==> config.mk <==
export PLATFORM = sky130hd
export DESIGN_NAME = nes_pad_poller
export DESIGN_NICKNAME = d
export VERILOG_FILES = /design/src/rtl/nes_pad_poller.sv
export SDC_FILE = /design/constraint.sdc
export NUM_CORES = 1
export LEC_CHECK = 0
export ABC_AREA = 1
export BUFFER_PORTS_ARGS = -buffer_cell sky130_fd_sc_hd__buf_4
export CORE_MARGIN = 2
export CORE_UTILIZATION = 64
export CTS_CLUSTER_DIAMETER = 100
export DETAILED_ROUTE_END_ITERATION = 8
export PLACE_DENSITY_LB_ADDON = 0.2
export REMOVE_ABC_BUFFERS = 1
export SYNTH_ARGS = -nofsm -noshare
export SYNTH_HDL_FRONTEND = slang
export SYNTH_SLANG_ARGS = --single-unit
==> constraint.sdc <==
create_clock -name clock_50mhz -period 3.5 [get_ports clock_50mhz]
set_input_delay 0.175 -clock clock_50mhz [delete_from_list [all_inputs] [get_ports clock_50mhz]]
set_output_delay 0.175 -clock clock_50mhz [all_outputs]
set_load 0.05 [all_outputs]
==> src/rtl/nes_pad_poller.sv <==
// nes_pad_poller
// Sequences the NES controller shift-register read once per poll and
// publishes a coherent 8-bit button snapshot.
//
// Ports:
//   clock_50mhz  system clock
//   reset        synchronous, active-high reset
//   nes_data     serial pad data, asynchronous, active-low (0 = pressed)
//   poll_trig    external poll request (rising edge used when USE_EXT_TRIG=1)
//   clklatch     pad latch pulse
//   clkout       pad shift clock
//   buttons      active-high state: 0 A, 1 B, 2 Select, 3 Start,
//                4 Up, 5 Down, 6 Left, 7 Right
//   pressed      one-cycle pulse of bits newly pressed this poll
//   valid        one-cycle pulse when buttons/pressed update
//   busy         high from trigger acceptance through DONE
//   overrun      sticky; a trigger arrived while busy
module nes_pad_poller #(
  parameter int unsigned LATCH_CYCLES = 600,
  parameter int unsigned HALF_CYCLES  = 300,
  parameter int unsigned POLL_PERIOD  = 833333,
  parameter bit          USE_EXT_TRIG = 1'b0
) (
  input  logic       clock_50mhz,
  input  logic       reset,
  input  logic       nes_data,
  input  logic       poll_trig,
  output logic       clklatch,
  output logic       clkout,
  output logic [7:0] buttons,
  output logic [7:0] pressed,
  output logic       valid,
  output logic       busy,
  output logic       overrun
);

  localparam int unsigned PH_MAX = (LATCH_CYCLES > HALF_CYCLES) ? LATCH_CYCLES : HALF_CYCLES;
  localparam int unsigned PW     = (PH_MAX > 1) ? $clog2(PH_MAX) : 1;
  localparam int unsigned TW     = (POLL_PERIOD > 1) ? $clog2(POLL_PERIOD) : 1;

  localparam logic [PW-1:0] LATCH_LAST = PW'(LATCH_CYCLES - 1);
  localparam logic [PW-1:0] HALF_LAST  = PW'(HALF_CYCLES - 1);
  localparam logic [TW-1:0] POLL_LAST  = TW'(POLL_PERIOD - 1);

  typedef enum logic [2:0] {
    IDLE,
    LATCH,
    LOW,
    HIGH,
    DONE
  } state_t;

  state_t        state;
  state_t        state_next;
  logic [PW-1:0] phase;
  logic [PW-1:0] phase_next;
  logic [2:0]    bit_idx;
  logic [2:0]    bit_next;
  logic [TW-1:0] timer;
  logic [7:0]    shift_reg;
  logic          data_ff1;
  logic          data_s;
  logic          poll_trig_q;
  logic          tick;
  logic          sample_en;
  logic          publish;

  // Trigger source selection
  always_comb begin
    if (USE_EXT_TRIG) begin
      tick = poll_trig & ~poll_trig_q;
    end else begin
      tick = (timer == POLL_LAST);
    end
  end

  // Free-running poll timer and input synchronizers
  always_ff @(posedge clock_50mhz) begin
    if (reset) begin
      timer       <= '0;
      data_ff1    <= 1'b0;
      data_s      <= 1'b0;
      poll_trig_q <= 1'b0;
    end else begin
      if (timer == POLL_LAST) begin
        timer <= '0;
      end else begin
        timer <= timer + 1'b1;
      end
      data_ff1    <= nes_data;
      data_s      <= data_ff1;
      poll_trig_q <= poll_trig;
    end
  end

  // Next-state logic
  always_comb begin
    state_next = state;
    phase_next = phase;
    bit_next   = bit_idx;
    sample_en  = 1'b0;
    publish    = 1'b0;
    case (state)
      IDLE: begin
        if (tick) begin
          state_next = LATCH;
          phase_next = '0;
          bit_next   = '0;
        end
      end
      LATCH: begin
        if (phase == LATCH_LAST) begin
          state_next = LOW;
          phase_next = '0;
          bit_next   = '0;
        end else begin
          phase_next = phase + 1'b1;
        end
      end
      LOW: begin
        if (phase == HALF_LAST) begin
          sample_en  = 1'b1;
          state_next = HIGH;
          phase_next = '0;
        end else begin
          phase_next = phase + 1'b1;
        end
      end
      HIGH: begin
        if (phase == HALF_LAST) begin
          phase_next = '0;
          if (bit_idx == 3'd7) begin
            state_next = DONE;
            publish    = 1'b1;
          end else begin
            bit_next   = bit_idx + 1'b1;
            state_next = LOW;
          end
        end else begin
          phase_next = phase + 1'b1;
        end
      end
      DONE: begin
        state_next = IDLE;
      end
      default: begin
        state_next = IDLE;
      end
    endcase
  end

  // State, datapath and registered outputs. Outputs are loaded from the
  // next state so they are valid during the state they describe; the
  // snapshot is published on entry to DONE so valid/buttons/pressed are
  // visible in the DONE cycle itself.
  always_ff @(posedge clock_50mhz) begin
    if (reset) begin
      state     <= IDLE;
      phase     <= '0;
      bit_idx   <= '0;
      shift_reg <= '0;
      clklatch  <= 1'b0;
      clkout    <= 1'b0;
      buttons   <= '0;
      pressed   <= '0;
      valid     <= 1'b0;
      busy      <= 1'b0;
      overrun   <= 1'b0;
    end else begin
      state    <= state_next;
      phase    <= phase_next;
      bit_idx  <= bit_next;
      clklatch <= (state_next == LATCH);
      clkout   <= (state_next == HIGH);
      busy     <= (state_next != IDLE);
      valid    <= publish;
      if (sample_en) begin
        shift_reg[bit_idx] <= ~data_s;
      end
      if (publish) begin
        buttons <= shift_reg;
        pressed <= shift_reg & ~buttons;
      end else begin
        pressed <= '0;
      end
      if (tick && (state != IDLE)) begin
        overrun <= 1'b1;
      end
    end
  end

endmodule

# ---- Word-level counts from Yosys, hierarchy flattened
# Cells that the tools add are included.
# W data, S select, Z words.
dict set report op_classes {
  addsub 3
  n_lt_le_gt_ge 2
  n_eq_ne 13
  mux 23
  bitwise 4
  n_reduce_logical 12
}
# operator n
set ops {}
lappend ops {{$mux W10} 3}
lappend ops {{$pmux W10 S3} 1}
lappend ops {{$mux W3} 9}
lappend ops {{$add A20 B1 Y20 const B} 1}
lappend ops {{$eq A20 B20 Y1 const B} 1}
lappend ops {{$pmux W3 S4} 1}
lappend ops {{$reduce_bool A3 Y1} 4}
lappend ops {{$add A10 B1 Y10 const B} 1}
lappend ops {{$eq A10 B10 Y1 const B} 1}
lappend ops {{$eq A10 B9 Y1 const B} 1}
lappend ops {{$eq A3 B2 Y1 const B} 3}
lappend ops {{$pmux W3 S3} 1}
lappend ops {{$and A8 B8 Y8} 1}
lappend ops {{$bwmux W8} 1}
lappend ops {{$ne A2 B2 Y1 const B} 4}
lappend ops {{$not A8 Y8} 1}
lappend ops {{$eq A3 B1 Y1 const B} 2}
lappend ops {{$mux W1} 6}
lappend ops {{$reduce_or A2 Y1} 3}
lappend ops {{$reduce_and A5 Y1} 1}
lappend ops {{$lt A3 B4 Y1 const B} 1}
lappend ops {{$add A3 B1 Y3 const B} 1}
lappend ops {{$demux W1 S3} 1}
lappend ops {{$eq A3 B3 Y1 const B} 1}
lappend ops {{5 further kinds} 7}
dict set report word_totals {
  regBits 67
  inputBits 4
  out_inout_bits 21
  word_cells 71
}

# ---- Logic depth before layout (Yosys ltp)
# Gate-level depths: netlist of the first run.
dict set report logic_depth {
  word_depth 6
  ltp_mapped 11
  mapped_depth_nobuf 11
}

# ---- Worst setup path after synthesis of the first run
# OpenSTA, ideal clock, no wires.
dict set report synth_timing {
  kind {register to register}
  startpoint {register phase[0]}
  endpoint {register bit_idx[2]}
  arrival_time_ps 1366
  required_ps 3368
  slack_ps 2002
  stages_incl_launch_ff 11
  n_path_buf 0
  synth_period_minus_slack_ps 1498
  cell_sequence {dfxtp_1 > ha_1 > nand2_1 > nor2_2 > nand3_4 > nand2_4 > nand2_2 > nor2_4 > nand2_1 > nand2_1 > a21oi_1}
}
dict set report synth_between {
  elab_chain_len 3
  word_cells_on_any_way 5
  cone_classes {eq/ne (4); reduce/logical (1)}
}
# item line
set synth_rtl {}
lappend synth_rtl {{start: declaration} 55} ;# logic [PW-1:0] phase;
lappend synth_rtl {{start signal: assignment} 171} ;# phase <= phase_next;
lappend synth_rtl {{$eq A10 B9 Y1 / $eq A10 B10 Y1 (equally long branches)} {130, 112}}
lappend synth_rtl {{$ne A2 B2 Y1 (no line)} -}
lappend synth_rtl {{$reduce_and A5 Y1 (no line) *} -}
lappend synth_rtl {{end signal: assignment} 172} ;# bit_idx <= bit_next;
lappend synth_rtl {{end: declaration} 57} ;# logic [2:0] bit_idx;
# Every way passes the cells marked *; elsewhere a longest branch is shown, timed or not.
# A chain may end at the register's enable or synchronous reset.

# ---- Worst setup path in the final report of the first run
dict set report layout_timing {
  startpoint {register phase[0]}
  endpoint {register shift_reg[1]}
}
dict set report layout_between {
  elab_chain_len 3
}
# item line
set layout_rtl {}
lappend layout_rtl {{$eq A10 B9 Y1} 121} ;# if (phase == HALF_LAST) begin
lappend layout_rtl {{$mux W1} 121}
lappend layout_rtl {{$mux W1} 103} ;# case (state)
lappend layout_rtl {{end signal: indexed assignment} 178} ;# shift_reg[bit_idx] <= ~data_s;
lappend layout_rtl {{end: declaration} 60} ;# logic [7:0] shift_reg;
# Every way passes these cells.

==> results.txt, run 1 <==
----------------------------------------------------
[Run status]
  Run status ... complete, no violations

[Global route]
  GRT Residual Overflow ... 0
  Number of antenna violations at the first check in global routing ... 0
  Largest net degree at the start of global routing ... 20
  Combined global-route utilization of all metal layers ... 0.260
  Number of global-route vias before repair ... 2,530
  Global-route wire length before repair ... 11,200 um

[Setup path]
  Crit path max-delay cell type ... sky130_fd_sc_hd__dfxtp_1
  Critical Path AT ... 2.47 ns
  Internal reg-to-reg setup slack ... 1.31 ns
  Beginning of the critical path ... phase[0]
  Source of the worst register-to-register timing path ... phase[0]
  Critical path capture point type ... flip-flop
  Worst stage delay on the critical path ... 0.46 ns
  Largest fanout of any net on the critical path ... 12
  Data required time of the worst path ... 3.79 ns
  WS Path Type ... reg2reg
  Kind of start point of the critical path ... flip-flop
  Ordered cell list for the critical path ... ha_1 > nand2_1 > nor2_1 > nand3_1 > nor2_2 > nand2_2 > o21ai_1 > nand2_1 > nor2_1

[Job]
  Number of maximum-capacitance constraint violations ... 0

[Drt]
  Mean number of vias per cell ... 5.50
  Number of remaining DRC errors ... 0
  Routed vias ... 3,022
  Mean routed wirelength per cell ... 12.8 um
  Count of routing violations after the opening detailed-route iteration ... 139
  Final routed wirelength across all metal layers ... 7030 um
  Count of TritonRoute iterations in the first routing pass ... 5
  Remaining antenna violation count after routing ... 0

[Die]
  Overall die width ... 75.8 um
  Die Outline Area ... 5740 um^2
  Vert. Die Dim ... 75.8 um
  FP Rows ... 26
  Top Ports ... 25
  Initial core utilization ... 0.654
  Core Box Area ... 5040 um^2

[Placement]
  Port buffer count ... 23
  Estimated wirelength of the detail-placed design ... 4750 um
  Total instance count after detailed placement ... 533
  Last weighted congestion value of the routability-driven placer ... 0.926

[Clocking]
  Total clock buffers created by CTS ... 9
  Resized Gates After CTS ... 0
  TritonCTS clock tree ... built
  Number of clock sinks ... 67
  Library cell used as clock root buffer ... sky130_fd_sc_hd__clkbuf_8
  Post-CTS repair timing setup buffer count ... 0
  Latest clock arrival within the worst-skew pair ... 0.35 ns
  Bufs on Longest Clock Path ... 2
  Count of H-tree levels built during CTS ... 3
  Clock-pin slew on the worst setup and hold paths ... 0.08 ns
  Cts-stage hold buffer count ... 0

[Power and ir drop]
  Areal power density over the cells ... 413 nW/um^2
  Sw frac ... 0.214
  Sw Pwr ... 0.331 mW
  Fraction of power consumed by sequential logic ... 0.498
  Logic pwr share ... 0.016
  Static Leakage ... 1.48 nW
  Int Power ... 1.22 mW
  Relative contribution of the clock network to total power ... 0.486
  IR drop worst, VDD ... 0.342 mV

[Synthesis]
  Number of synthesis warnings ... 0
  #FFs+latches synth ... 67
  Mapped Area ... 3300 um^2
  Count of cell types in the netlist ... 43
  Fraction of the yosys area taken by sequential cells ... 0.407
  Gate count of the mapped netlist ... 448
  Area fraction of the dominant cell type after synthesis ... 0.407
  Biggest area consumer among synthesized cells ... sky130_fd_sc_hd__dfxtp_1
  Synthesized area divided by synthesized cell count ... 7.36 um^2
  Synth area leaders ... sky130_fd_sc_hd__dfxtp_1, sky130_fd_sc_hd__nand2_1, sky130_fd_sc_hd__inv_1, sky130_fd_sc_hd__nor2_1, sky130_fd_sc_hd__nand3_1

[Min path]
  Hold Startpoint ... nes_data
  Hold Path Class ... in2reg

[STA]
  Part of the cycle the worst path needs ... 0.624
  RSZ-0062 raised after global routing ... no
  Final Hold Fails ... 0
  Max-Slew Margin vs Limit ... 0.619
  Final setup vio count ... 0
  Pin slew with the least headroom to its limit ... 0.570 ns
  Largest clock skew in the final design ... 0.00830 ns
  Time the final worst path needs with I/O delays and setup ... 2.19 ns
  Achievable clock frequency ... 458 MHz
  Slew Viols, Final ... 0
  Accumulated negative setup slack ... 0 ns

[Layout]
  Biggest regs ... timer (20), phase (10)
  Leading cell type in the layout, fill and taps excluded ... sky130_fd_sc_hd__nand2_1
  Count of inserted antenna diode cells ... 0
  Largest register by flop count ... timer
  Fraction of final layout cells sized beyond drive strength 1 ... 0.190
  Area added between synthesis and finish ... 13.5%
  Number of nets in the layout ... 483
  Most frequent cells in the layout ... sky130_fd_sc_hd__nand2_1, sky130_fd_sc_hd__dfxtp_1, sky130_fd_sc_hd__inv_1, sky130_fd_sc_hd__nor2_1, sky130_fd_sc_hd__nand3_1
  Flip-flop count of the largest register after layout ... 20
  Non-filler instance count after layout ... 549

----------------------------------------------------
routing by layer:
metal	share of wire	vias to the layer above	wire length (um)	track usage
li1	-	1513	-	-
met1	0.44	1379	3060	0.326
met2	0.49	115	3430	0.425
met3	0.055	15	387	0.0542
met4	0.022	0	152	0.123
met5	0	-	0	0
final timing paths:
kind | depth (start not counted) | to
worst max-delay path | 9 | shift_reg[1]
worst min-delay path | 3 | data_ff1
worst max register to register | 9 | shift_reg[1]
worst min register to register | 2 | data_s
cell type report:
class	instances	area, um^2
inverters	63	236
multi-input cells	310	1670
clock buffers	11	151
fillers	393	1300
flip-flops and latches	67	1340
well taps	70	87.6
clock inverters	5	83.8
repair buffers	23	173
metrics by stage:
stage / worst slack [ns] / total power [mW] / hold WS, ns / utilization / instance area, um^2
floorplan: 1.79 / 0.802 / 0.244 / - / 3240
global placement: 1.47 / 0.812 / 0.393 / 0.695 / 3500
detailed placement: 1.42 / 0.813 / 0.391 / 0.695 / 3500
CTS: 1.36 / 1.55 / 0.0363 / 0.742 / 3740
global route: 1.15 / 1.59 / 0.0590 / 0.742 / 3740
finish: 1.31 / 1.55 / 0.0326 / 0.742 / 3740
power groups by stage:
stage	sequential, mW	clock (mW)	combinational [mW]
after floorplan	0.787	0	0.0158
after global placement	0.787	0	0.0252
after detailed placement	0.787	0	0.0254
after CTS	0.769	0.753	0.0257
after global routing	0.770	0.789	0.0293
final	0.769	0.751	0.0255
cell families (layout without fill, tap and decap cells):
family | after synthesis | in the layout | share of synthesized area
DFF | 67 | 67 | 0.407
buffers and inverters | 71 | 102 | 0.0873
xor gates and xnor gates | 4 | 4 | 0.0106
and+or+nand+nor | 242 | 242 | 0.374
adders and majority gates | 5 | 5 | 0.0190
AOI/OAI and AO/OA | 59 | 59 | 0.102
synth_stat cells:
library cell and number:
sky130_fd_sc_hd__o21ai_1 10, sky130_fd_sc_hd__nor2_4 6, sky130_fd_sc_hd__nor2_1 51, sky130_fd_sc_hd__nand4_1 13
sky130_fd_sc_hd__nor3_4 1, sky130_fd_sc_hd__inv_2 10, sky130_fd_sc_hd__nor2_2 6, sky130_fd_sc_hd__o21ai_0 7
sky130_fd_sc_hd__buf_4 1, sky130_fd_sc_hd__nand2_2 9, sky130_fd_sc_hd__a21boi_0 1, sky130_fd_sc_hd__nor3_1 17
sky130_fd_sc_hd__buf_1 1, sky130_fd_sc_hd__and3_1 1, sky130_fd_sc_hd__clkbuf_1 2, sky130_fd_sc_hd__nand2_1 86
sky130_fd_sc_hd__nand3_2 3, sky130_fd_sc_hd__a21oi_2 1, sky130_fd_sc_hd__a211oi_1 1, sky130_fd_sc_hd__o21a_1 4
sky130_fd_sc_hd__and2_1 1, sky130_fd_sc_hd__a21oi_1 22, sky130_fd_sc_hd__xor2_1 3, sky130_fd_sc_hd__ha_1 5
sky130_fd_sc_hd__nand3b_1 1, sky130_fd_sc_hd__nand2_4 4, sky130_fd_sc_hd__nand3_1 28, sky130_fd_sc_hd__or2_0 1
sky130_fd_sc_hd__clkinv_1 1, sky130_fd_sc_hd__nor3b_1 3, sky130_fd_sc_hd__o22ai_1 8, sky130_fd_sc_hd__nor3_2 8
sky130_fd_sc_hd__buf_6 2, sky130_fd_sc_hd__inv_1 52, sky130_fd_sc_hd__dfxtp_1 67, sky130_fd_sc_hd__xnor2_1 1
sky130_fd_sc_hd__buf_2 2, sky130_fd_sc_hd__o211ai_1 1, sky130_fd_sc_hd__o21ai_2 2, sky130_fd_sc_hd__a31oi_1 2
sky130_fd_sc_hd__or2_2 1, sky130_fd_sc_hd__nand3_4 1, sky130_fd_sc_hd__nor4_1 1
critical path, delay by kind of cell (launching register included):
family	cells	cell delay (ns)
AOI/OAI and AO/OA	1	0.19
DFF	1	0.46
and+or+nand+nor	7	1.22
adders and majority gates	1	0.27
Power figures use the tool's default switching activity.
==> inputs of run 2 (changes only) <==
--- a/config.mk
+++ b/config.mk
@@ -5,10 +5,10 @@
 export SDC_FILE = /design/constraint.sdc
 export NUM_CORES = 1
 export LEC_CHECK = 0
-export ABC_AREA = 1
+export ABC_AREA = 0
 export BUFFER_PORTS_ARGS = -buffer_cell sky130_fd_sc_hd__buf_4
 export CORE_MARGIN = 2
-export CORE_UTILIZATION = 64
+export CORE_UTILIZATION = 53
 export CTS_CLUSTER_DIAMETER = 100
 export DETAILED_ROUTE_END_ITERATION = 8
 export PLACE_DENSITY_LB_ADDON = 0.2
==> constraint.sdc (replaced) <==
create_clock -name clock_50mhz -period 1.85 [get_ports clock_50mhz]
set_input_delay 0.0925 -clock clock_50mhz [delete_from_list [all_inputs] [get_ports clock_50mhz]]
set_output_delay 0.0925 -clock clock_50mhz [all_outputs]
set_load 0.05 [all_outputs]
==> results.txt, run 2 <==
----------------------------------------------------
[Run status]
  Run status ... finished, violations left
  Violations in the final reports ... setup timing

[Die]
  Top Ports ... 25
  Vert. Die Dim ... 78.3 um
  FP Rows ... 27
  Overall die width ... 78.3 um
  Core Box Area ... 5410 um^2
  Die Outline Area ... 6130 um^2
  Initial core utilization ... 0.541

[Drt]
  Mean number of vias per cell ... 5.37
  Routed vias ... 2,498
  Number of remaining DRC errors ... 0
  Mean routed wirelength per cell ... 14.1 um
  Remaining antenna violation count after routing ... 0
  Count of routing violations after the opening detailed-route iteration ... 176
  Final routed wirelength across all metal layers ... 6570 um
  Count of TritonRoute iterations in the first routing pass ... 4

[Layout]
  Count of inserted antenna diode cells ... 0
  Biggest regs ... timer (20), phase (10)
  Most frequent cells in the layout ... sky130_fd_sc_hd__buf_4, sky130_fd_sc_hd__dfxtp_1, sky130_fd_sc_hd__nor2_1, sky130_fd_sc_hd__mux2i_1, sky130_fd_sc_hd__nand2_1
  Largest register by flop count ... timer
  Fraction of final layout cells sized beyond drive strength 1 ... 0.323
  Core Util, Final ... 0.727
  Leading cell type in the layout, fill and taps excluded ... sky130_fd_sc_hd__buf_4
  Area added between synthesis and finish ... 34.3%
  Flip-flop count of the largest register after layout ... 20
  Number of nets in the layout ... 397

[Power and ir drop]
  Relative contribution of the clock network to total power ... 0.481
  Logic pwr share ... 0.021
  Areal power density over the cells ... 742 nW/um^2
  Sw Pwr ... 0.608 mW
  Int Power ... 2.31 mW
  IR drop worst, VDD ... 0.728 mV
  Fraction of power consumed by sequential logic ... 0.498
  Static Leakage ... 1.60 nW
  Sw frac ... 0.208

[Placement]
  Estimated wirelength of the detail-placed design ... 4170 um
  Port buffer count ... 23
  Last weighted congestion value of the routability-driven placer ... 0.783
  Setup slack at placement ... -0.149 ns

[STA]
  Time the final worst path needs with I/O delays and setup ... 2.01 ns
  Final setup vio count ... 8
  Part of the cycle the worst path needs ... 1.08
  RSZ-0062 raised after global routing ... yes
  Slew Viols, Final ... 0
  Final Hold Fails ... 0
  Largest clock skew in the final design ... 0.00394 ns
  Max-Slew Margin vs Limit ... 0.780
  Post-route setup slack ... -0.155 ns
  Pin slew with the least headroom to its limit ... 0.329 ns
  Achievable clock frequency ... 499 MHz

[Synthesis]
  EDFF count, synth ... 0
  #FFs+latches synth ... 67
  Synthesized area divided by synthesized cell count ... 9.17 um^2
  Proportion of synthesized flip-flops having asynchronous set or reset ... 0
  Cell with the most instances after synthesis ... sky130_fd_sc_hd__dfxtp_1
  Most used standard cells in the synthesized netlist ... sky130_fd_sc_hd__dfxtp_1, sky130_fd_sc_hd__nor2_1, sky130_fd_sc_hd__mux2i_1, sky130_fd_sc_hd__nand2_1, sky130_fd_sc_hd__nand3_1
  Biggest area consumer among synthesized cells ... sky130_fd_sc_hd__dfxtp_1
  Area fraction of the dominant cell type after synthesis ... 0.459
  Synth area leaders ... sky130_fd_sc_hd__dfxtp_1, sky130_fd_sc_hd__nor2_1, sky130_fd_sc_hd__mux2i_1, sky130_fd_sc_hd__xor2_1, sky130_fd_sc_hd__nor3b_1
  Gate count of the mapped netlist ... 319
  Most common flop cell mapped by yosys ... sky130_fd_sc_hd__dfxtp_1
  Fraction of the yosys area taken by sequential cells ... 0.459
  Count of cell types in the netlist ... 46
  Mapped Area ... 2930 um^2
  Number of synthesis warnings ... 0

[Clocking]
  Latest clock arrival within the worst-skew pair ... 0.34 ns
  Total clock buffers created by CTS ... 9
  Number of clock sinks ... 67
  Count of H-tree levels built during CTS ... 3
  Clock-pin slew on the worst setup and hold paths ... 0.07 ns
  TritonCTS clock tree ... built
  Library cell used as clock root buffer ... sky130_fd_sc_hd__clkbuf_8
  Bufs on Longest Clock Path ... 2

[Setup path]
  WS Path Type ... reg2reg
  Beginning of the critical path ... timer[6]
  Critical Path Sink ... phase[7]
  Critical path capture point type ... flip-flop
  Worst Reg2Reg Path Length in Cells ... 6
  Terminus of the critical flop-to-flop path ... phase[7]
  Source of the worst register-to-register timing path ... timer[6]
  Kind of start point of the critical path ... flip-flop
  Largest fanout of any net on the critical path ... 5
  Data required time of the worst path ... 2.12 ns
  Critical Path AT ... 2.27 ns
  Internal reg-to-reg setup slack ... -0.16 ns

[Global route]
  Global-route wire length before repair ... 10,600 um
  Number of antenna violations at the first check in global routing ... 0
  Number of global-route vias before repair ... 2,307
  Combined global-route utilization of all metal layers ... 0.222
  Largest net degree at the start of global routing ... 34
  GRT Residual Overflow ... 0

[Min path]
  Hold Path Class ... in2reg
  Hold-critical path depth ... 2

[Job]
  Number of maximum-capacitance constraint violations ... 0

----------------------------------------------------
==> run 2: changes by cell type after synthesis, sizes merged, moves of 15 or more <==
cell,before,now
nand2,99,14
nor3,26,6
mux2i,0,16
nand3,32,12
inv,62,9
nor2,63,48
==> run 2: metrics by stage <==
| step | power (mW) | area, um^2 | hold WS (ns) | std cells | setup TNS (ns) |
|---|---|---|---|---|---|
| floorplan | 1.51 | 2850 | 0.164 | 303 | -1.72 |
| global placement | 1.54 | 3470 | 0.311 | 446 | -0.567 |
| detailed placement | 1.54 | 3470 | 0.327 | 446 | -1.02 |
| CTS | 2.94 | 3770 | 0.115 | 464 | -0.445 |
| global route | 3.02 | 3930 | 0.136 | 465 | -1.35 |
| finish | 2.92 | 3930 | 0.121 | 465 | -0.577 |
==> run 2: area by class of cell <==
cell class / count / area (um^2)
multi-input combinational: 228 / 1670
clock buffer: 11 / 151
sequential: 67 / 1350
inverter: 9 / 33.8
fill: 404 / 1480
timing repair buffer: 73 / 554
tap: 72 / 90.1
clock inverter: 5 / 83.8
==> run 2: power groups by stage <==
stage	registers [mW]	clock network, mW	logic (mW)
3_5_place_dp	1.49	0	0.0564
5_1_grt	1.45	1.49	0.0686
4_1_cts	1.45	1.43	0.0591
6_report	1.45	1.40	0.0607
3_3_place_gp	1.49	0	0.0549
2_1_floorplan	1.49	0	0.0235
==> run 2: how the worst min path moves through the flow <==
stage                     startpoint  slack [ns]          to
after detailed placement    nes_data        0.33    data_ff1
final                          reset        0.12  buttons[2]
after floorplan                reset        0.16    data_ff1
after global placement      nes_data        0.31    data_ff1
after global routing           reset        0.14  buttons[1]
after CTS                      reset        0.11  buttons[2]
==> run 2: cells by family (layout without fill, tap and decap cells) <==
kind of cell | after synthesis | count (layout) | synth area share
buffers and inverters | 25 | 98 | 0.0385
AO/OA/AOI/OAI | 33 | 34 | 0.0731
multiplexers | 17 | 17 | 0.0586
AND/OR/NAND/NOR | 154 | 154 | 0.296
XOR/XNOR | 18 | 18 | 0.0539
adder cells (fa/ha/maj) | 5 | 5 | 0.0214
flip-flops | 67 | 67 | 0.459
==> run 2: critical path: stages (launching register included) <==
cell	delay, ns
sky130_fd_sc_hd__dfxtp_1	0.31
sky130_fd_sc_hd__nand4b_1	0.20
sky130_fd_sc_hd__or3_4	0.37
sky130_fd_sc_hd__o32a_4	0.36
sky130_fd_sc_hd__buf_4	0.15
sky130_fd_sc_hd__or3_1	0.36
sky130_fd_sc_hd__a21oi_1	0.18
==> run 2: metal layers <==
layer  global-route usage  part of all wire  wire length, um
met5                    0                 0                0
met4                0.102             0.025              166
met3               0.0598             0.033              219
met2                0.353              0.49             3190
met1                0.281              0.46             3000
==> run 2: repair_timing <==
| item | CTS | global route |
|---|---|---|
| hold buffers | 1 | 0 |
| gates cloned | 1 | 0 |
| pin swaps | 3 | 7 |
| endpoints found under the hold margin | 1 | 0 |
| gates resized for setup | 11 | 32 |
| endpoints found under the setup margin | 12 | 43 |
| setup buffers | 0 | 1 |
